### src/rtl/clk_div_sequencer_if.sv
// Command channel of the clock-divider sequencer: valid/ready handshake,
// opcode and payload, plus the asynchronous-to-command abort request.
interface clk_div_sequencer_if;
  logic        cmd_valid;
  logic        cmd_ready;
  logic [1:0]  cmd_op;
  logic [31:0] cmd_data;
  logic        abort;

  modport master (output cmd_valid, output cmd_op, output cmd_data, output abort,
                  input  cmd_ready);
  modport slave  (input  cmd_valid, input  cmd_op, input  cmd_data, input  abort,
                  output cmd_ready);
endinterface

### src/rtl/clk_div_sequencer.sv
// Sequences a programmable clock divider: idle, counted pulse bursts (STEP)
// and free-running auto mode, with live divider updates and abort.
module clk_div_sequencer #(
  parameter int COUNTER_BITS       = 32,
  parameter int PULSE_CONTROL_BITS = 32,
  parameter int DEFAULT_DIVIDER    = 2
) (
  input  logic                          clk,
  input  logic                          reset,
  clk_div_sequencer_if.slave            cmd,
  output logic                          div_write_pulse,
  output logic                          div_option,
  output logic                          div_out_enable,
  output logic [COUNTER_BITS-1:0]       div_divider,
  output logic [PULSE_CONTROL_BITS-1:0] div_pulse,
  output logic                          done,
  output logic                          aborted,
  output logic                          err,
  output logic                          busy,
  output logic [1:0]                    state_o
);

  typedef enum logic [1:0] {
    S_IDLE = 2'b00,
    S_LOAD = 2'b01,
    S_RUN  = 2'b10,
    S_FREE = 2'b11
  } state_t;

  localparam logic [1:0] OP_STOP     = 2'b00;
  localparam logic [1:0] OP_SET_DIV  = 2'b01;
  localparam logic [1:0] OP_STEP     = 2'b10;
  localparam logic [1:0] OP_FREE_RUN = 2'b11;

  state_t                        r_state;
  state_t                        w_state_nxt;
  logic [PULSE_CONTROL_BITS-1:0] r_remaining;
  logic [PULSE_CONTROL_BITS-1:0] w_remaining_nxt;
  logic [COUNTER_BITS-1:0]       w_div_data;
  logic [COUNTER_BITS-1:0]       w_divider_nxt;
  logic [PULSE_CONTROL_BITS-1:0] w_step_n;
  logic [PULSE_CONTROL_BITS-1:0] w_pulse_nxt;
  logic                          w_accept;
  logic                          w_div_ok;
  logic                          w_done_nxt;
  logic                          w_err_nxt;
  logic                          w_aborted_nxt;
  logic                          w_write_nxt;

  // Remaining-pulse countdown saturates at zero instead of wrapping.
  function automatic logic [PULSE_CONTROL_BITS-1:0] sat_dec(
    input logic [PULSE_CONTROL_BITS-1:0] v
  );
    return (v == '0) ? '0 : v - PULSE_CONTROL_BITS'(1);
  endfunction

  assign cmd.cmd_ready = (r_state == S_IDLE) || (r_state == S_FREE);
  assign w_accept      = cmd.cmd_valid && cmd.cmd_ready;
  assign w_div_data    = COUNTER_BITS'(cmd.cmd_data);
  assign w_step_n      = PULSE_CONTROL_BITS'(cmd.cmd_data);
  assign w_div_ok      = (w_div_data >= COUNTER_BITS'(2));
  assign state_o       = r_state;

  always_ff @(posedge clk) begin
    if (reset) r_state <= S_IDLE;
    else       r_state <= w_state_nxt;
  end

  always_comb begin
    w_state_nxt = r_state;
    case (r_state)
      S_IDLE: begin
        if (w_accept && cmd.cmd_op == OP_STEP && w_step_n != '0) w_state_nxt = S_LOAD;
        else if (w_accept && cmd.cmd_op == OP_FREE_RUN)          w_state_nxt = S_FREE;
      end
      S_LOAD:  w_state_nxt = cmd.abort ? S_IDLE : S_RUN;
      S_RUN: begin
        if (cmd.abort || r_remaining <= PULSE_CONTROL_BITS'(1)) w_state_nxt = S_IDLE;
      end
      S_FREE: begin
        if (w_accept && cmd.cmd_op == OP_STOP) w_state_nxt = S_IDLE;
      end
      default: w_state_nxt = S_IDLE;
    endcase
  end

  always_comb begin
    w_done_nxt      = 1'b0;
    w_err_nxt       = 1'b0;
    w_aborted_nxt   = 1'b0;
    w_write_nxt     = 1'b0;
    w_divider_nxt   = div_divider;
    w_pulse_nxt     = div_pulse;
    w_remaining_nxt = r_remaining;
    case (r_state)
      S_IDLE, S_FREE: begin
        if (w_accept) begin
          case (cmd.cmd_op)
            OP_STOP: w_done_nxt = 1'b1;
            OP_SET_DIV: begin
              if (w_div_ok) begin
                w_divider_nxt = w_div_data;
                w_done_nxt    = 1'b1;
              end else begin
                w_err_nxt = 1'b1;
              end
            end
            OP_STEP: begin
              if (r_state == S_FREE) begin
                w_err_nxt = 1'b1;
              end else if (w_step_n == '0) begin
                w_done_nxt = 1'b1;
              end else begin
                w_write_nxt     = 1'b1;
                w_pulse_nxt     = w_step_n;
                w_remaining_nxt = w_step_n;
              end
            end
            default: ;
          endcase
        end
      end
      S_LOAD: begin
        if (cmd.abort) begin
          w_done_nxt      = 1'b1;
          w_aborted_nxt   = 1'b1;
          w_remaining_nxt = '0;
        end
      end
      S_RUN: begin
        if (cmd.abort) begin
          w_done_nxt      = 1'b1;
          w_aborted_nxt   = 1'b1;
          w_remaining_nxt = '0;
        end else begin
          w_remaining_nxt = sat_dec(r_remaining);
          if (r_remaining <= PULSE_CONTROL_BITS'(1)) w_done_nxt = 1'b1;
        end
      end
      default: ;
    endcase
  end

  // Output register: mode outputs follow the state being entered so they
  // line up with state_o on the same cycle.
  always_ff @(posedge clk) begin
    if (reset) begin
      div_write_pulse <= 1'b0;
      div_option      <= 1'b0;
      div_out_enable  <= 1'b0;
      div_divider     <= COUNTER_BITS'(DEFAULT_DIVIDER);
      div_pulse       <= '0;
      done            <= 1'b0;
      aborted         <= 1'b0;
      err             <= 1'b0;
      busy            <= 1'b0;
      r_remaining     <= '0;
    end else begin
      div_write_pulse <= w_write_nxt;
      div_option      <= (w_state_nxt == S_FREE);
      div_out_enable  <= (w_state_nxt != S_IDLE);
      div_divider     <= w_divider_nxt;
      div_pulse       <= w_pulse_nxt;
      done            <= w_done_nxt;
      aborted         <= w_aborted_nxt;
      err             <= w_err_nxt;
      busy            <= (w_state_nxt != S_IDLE);
      r_remaining     <= w_remaining_nxt;
    end
  end

endmodule

### src/flat_wrapper.sv
// flat-port wrapper written by rule: the top's interface ports become plain ports
module clk_div_sequencer_flat 
#(
  parameter int COUNTER_BITS       = 32,
  parameter int PULSE_CONTROL_BITS = 32,
  parameter int DEFAULT_DIVIDER    = 2
)
  (clk, reset, div_write_pulse, div_option, div_out_enable, div_divider, div_pulse, done, aborted, err, busy, state_o, cmd_cmd_valid, cmd_cmd_op, cmd_cmd_data, cmd_abort, cmd_cmd_ready);
  clk_div_sequencer_if cmd_i ();
  input  logic clk;
  input  logic reset;
  output logic div_write_pulse;
  output logic div_option;
  output logic div_out_enable;
  output logic [COUNTER_BITS-1:0] div_divider;
  output logic [PULSE_CONTROL_BITS-1:0] div_pulse;
  output logic done;
  output logic aborted;
  output logic err;
  output logic busy;
  output logic [1:0] state_o;
  input wire logic [$bits(cmd_i.cmd_valid)-1:0] cmd_cmd_valid;
  input wire logic [$bits(cmd_i.cmd_op)-1:0] cmd_cmd_op;
  input wire logic [$bits(cmd_i.cmd_data)-1:0] cmd_cmd_data;
  input wire logic [$bits(cmd_i.abort)-1:0] cmd_abort;
  output wire logic [$bits(cmd_i.cmd_ready)-1:0] cmd_cmd_ready;
  assign cmd_i.cmd_valid = cmd_cmd_valid;
  assign cmd_i.cmd_op = cmd_cmd_op;
  assign cmd_i.cmd_data = cmd_cmd_data;
  assign cmd_i.abort = cmd_abort;
  assign cmd_cmd_ready = cmd_i.cmd_ready;
  clk_div_sequencer #(.COUNTER_BITS(COUNTER_BITS), .PULSE_CONTROL_BITS(PULSE_CONTROL_BITS), .DEFAULT_DIVIDER(DEFAULT_DIVIDER)) u_core (.clk(clk), .reset(reset), .cmd(cmd_i), .div_write_pulse(div_write_pulse), .div_option(div_option), .div_out_enable(div_out_enable), .div_divider(div_divider), .div_pulse(div_pulse), .done(done), .aborted(aborted), .err(err), .busy(busy), .state_o(state_o));
endmodule
### config.mk
export PLATFORM = sky130hd
export DESIGN_NAME = clk_div_sequencer_flat
export DESIGN_NICKNAME = d
export VERILOG_FILES = /design/src/rtl/clk_div_sequencer_if.sv /design/src/rtl/clk_div_sequencer.sv /design/src/flat_wrapper.sv
export SDC_FILE = /design/constraint.sdc
export NUM_CORES = 1
export LEC_CHECK = 0
export CORE_MARGIN = 10
export CORE_UTILIZATION = 49
export CTS_CLUSTER_SIZE = 20
export DETAILED_ROUTE_END_ITERATION = 12
export DONT_BUFFER_PORTS = 1
export GPL_ROUTABILITY_DRIVEN = 0
export PLACE_DENSITY = 0.74
export SLEW_MARGIN = 15
export SYNTH_ARGS = -nofsm -noshare
export SYNTH_HDL_FRONTEND = slang
export SYNTH_SLANG_ARGS = --single-unit
### constraint.sdc
create_clock -name clk -period 3.1 [get_ports clk]
set_clock_uncertainty 0.05 [all_clocks]
set_input_delay 0.62 -clock clk [delete_from_list [all_inputs] [get_ports clk]]
set_output_delay 0.62 -clock clk [all_outputs]
set_load 0.05 [all_outputs]
==> metrics.yaml <==
cells_and_area:
  multi_input_area_um2: 2640
  diodes: 0
  fillCellCount: 943
  seq_area_um2: 2080
  area_delta_synth_final_pct: 7.57
  nNetsFinal: 621
  drive_gt1_share_pct: 7.48
sta:
  min_period_ns: 2.76
  max_slew_margin_pct: 36.7
  hold_viol_final: 0
  worst_pin_slew_ns: 0.948
  fin_setup_tns_ns: 0
  slew_viol_final: 0
  setup_violations: 0
  finalCritPeriodShare_pct: 88.9
  rsz0062_at_grt: "false"
  max_freq_ghz: 0.363
worst_setup_path:
  r2r-start: "u_core.r_remaining[8]"
  critPathMaxFanout: 7
  start_kind: "flip-flop"
  r2r-end: "u_core.r_remaining[27]"
  r2r_cells: 6
  worstSetupEndpointType: "flip-flop"
  criticalPathCategory: "flip-flop to flip-flop"
  cp.required_ns: 3.32
  cp.arrival_ns: 2.98
  ff2ff_setup_slack_ns: 0.34
logic_synthesis:
  synthCells: 587
  synth.most_common_cell: "dfxtp_1"
  synth.yosys.seq_area_share_pct: 42.0
  ys_top_cells_by_area: "dfxtp_1, nand2_1, mux2i_1"
  synth_area_per_cell_um2: 8.45
  ys_top_cells_by_count: "dfxtp_1, nand2_1, nor2_1"
  synth_edf_count: 0
  netlist.area_leader.share_pct: 42.0
  ys_warn_count: 0
  synth-seq-cells: 104
  synth_nets: 637
  syn_area_um2: 4960
  ys.flop_type: "dfxtp_1"
  synth-async-reset-ratio_pct: 0
  yosysTopAreaCell: "dfxtp_1"
  ys_types: 55
power:
  p_total_mw: 3.73
  vdd_drop_max_uv: 360
  power.leakage_nw: 2.08
  p_per_area_nw_per_um2: 699
floorplanning:
  die-height_um: 121
  fp.dieArea_um2: 14500
  dieWidth_um: 121
  initial_core_util_pct: 50.5
  rows: 36
  pin_count: 112
  core-area_um2: 9820
drt:
  drt_iter0_drc: 447
  antenna_left: 0
  drcViolationCount: 0
  wire_per_inst_um: 20.4
  routed_via_density: 6.24
  drt_pass1_iterations: 5
  route.vias.total: 4415
  wl_um: 14400
grt:
  grt_max_degree: 101
  grt_pass1_vias: 4234
  antenna_found_initial: 0
  globalRouteTotalUtil_pct: 19.0
  grt_pass1_wl_um: 22900
  grt_remaining_overflow: 0
clock_tree:
  post_cts_resize_count: 0
  h-tree-depth: 3
  cts_hold_buf: 0
  tritoncts: "done"
  cts_buffer_depth: 2
  cts_root_buffer: "clkbuf_8"
  cts_buffers: 9
  postCtsSetupRepairBufs: 0
  clock_latency_ns: 0.38
  clock_sinks: 104
  clk_pin_slew_ns: 0.11
worst_hold_path:
  hp-class: "input pin to flip-flop"
  whs_path_depth: 1
  min_from: "reset"
  holdPathEnd: "u_core.div_pulse[4]"
status:
  status: "finished, final reports clean"
placement:
  post-dp-hpwl_um: 10100
  port_buffers: 0
job:
  maxCapViolCount: 0
-- flip-flops by register name (all words and copies together) (netlist names) --
register / cells
u_core.state_o: 2
u_core.r_remaining: 32
u_core.div_out_enable: 1
u_core.err: 1
u_core.div_divider: 32
u_core.div_write_pulse: 1
u_core.aborted: 1
u_core.done: 1
u_core.div_pulse: 32
u_core.div_option: 1
-- layout by cell type, fill, tap and decap left out, types with 12 or more instances in the layout --
master | netlist | routed
a21oi_1 | 50 | 50
mux2i_1 | 32 | 32
o2bb2ai_1 | 15 | 15
nor3_1 | 18 | 18
nor2_1 | 52 | 52
dfxtp_1 | 104 | 104
buf_4 | 4 | 14
o32ai_1 | 12 | 12
nand2_1 | 88 | 88
nor4_1 | 18 | 18
inv_1 | 22 | 22
ha_1 | 12 | 12
-- metal layers --
metal	wire length (um)	track usage [%]	part of all wire, %	vias to the layer above
met5	0	0	0	-
met1	5840	22.3	40	2128
met4	189	6.18	1.3	0
met3	1690	8.05	12	16
li1	-	-	-	2074
met2	6720	30.8	47	197
-- how the worst max path moves through the flow --
stage	slack (ns)	cells after the start	endpoint	startpoint
floorplan	0.15	5	cmd_cmd_ready	u_core.state_o[0]
global placement	0.35	8	u_core.r_remaining[22]	cmd_cmd_op[0]
detailed placement	0.26	7	u_core.r_remaining[1]	u_core.state_o[0]
CTS	0.23	7	u_core.r_remaining[1]	u_core.state_o[0]
global route	0.21	6	u_core.r_remaining[27]	u_core.r_remaining[8]
finish	0.34	6	u_core.r_remaining[27]	u_core.r_remaining[8]
-- critical path: stages, from the launching register on --
cell	delay, ns
dfxtp_1	0.37
nor4_1	0.68
nand4_1	0.29
or4_1	0.61
nand2_2	0.25
o32ai_1	0.12
a32o_1	0.27
-- layout make-up --
class / count / share of cell area (%)
clock inverters: 6 / 2.21
well taps: 133 / 3.12
flip-flops and latches: 104 / 39.0
repair buffers: 15 / 2.35
multi-input cells: 419 / 49.4
inverters: 22 / 1.55
clock buffers: 9 / 2.32
-- logic make-up after synthesis --
family                   Yosys count  share of synthesized area, %
AND/OR/NAND/NOR                  231                          23.3
buffers and inverters             64                          5.27
flip-flops                       104                          42.0
multiplexers                      32                          6.46
AO/OA/AOI/OAI                    144                          19.9
adder cells (fa/ha/maj)           12                          3.03
-- report_power, final --
group          total, mW  internal, mW  switching [mW]
sequential          1.69          1.44           0.250
clock               1.02         0.539           0.482
combinational       1.02         0.376           0.642
-- metrics by stage --
step / std cells / util, % / instance area, um2 / worst slack, ns / hold WS (ns)
5_1_grt: 708 / 54.3 / 5330 / 0.206 / 0.246
3_3_place_gp: 693 / 51.8 / 5090 / 0.347 / 0.417
6_report: 708 / 54.3 / 5330 / 0.343 / 0.270
3_5_place_dp: 693 / 51.8 / 5090 / 0.260 / 0.434
2_1_floorplan: 587 / - / 4960 / 0.146 / 0.397
4_1_cts: 708 / 54.3 / 5330 / 0.233 / 0.247
No activity file was read; power rests on OpenSTA's default activity.
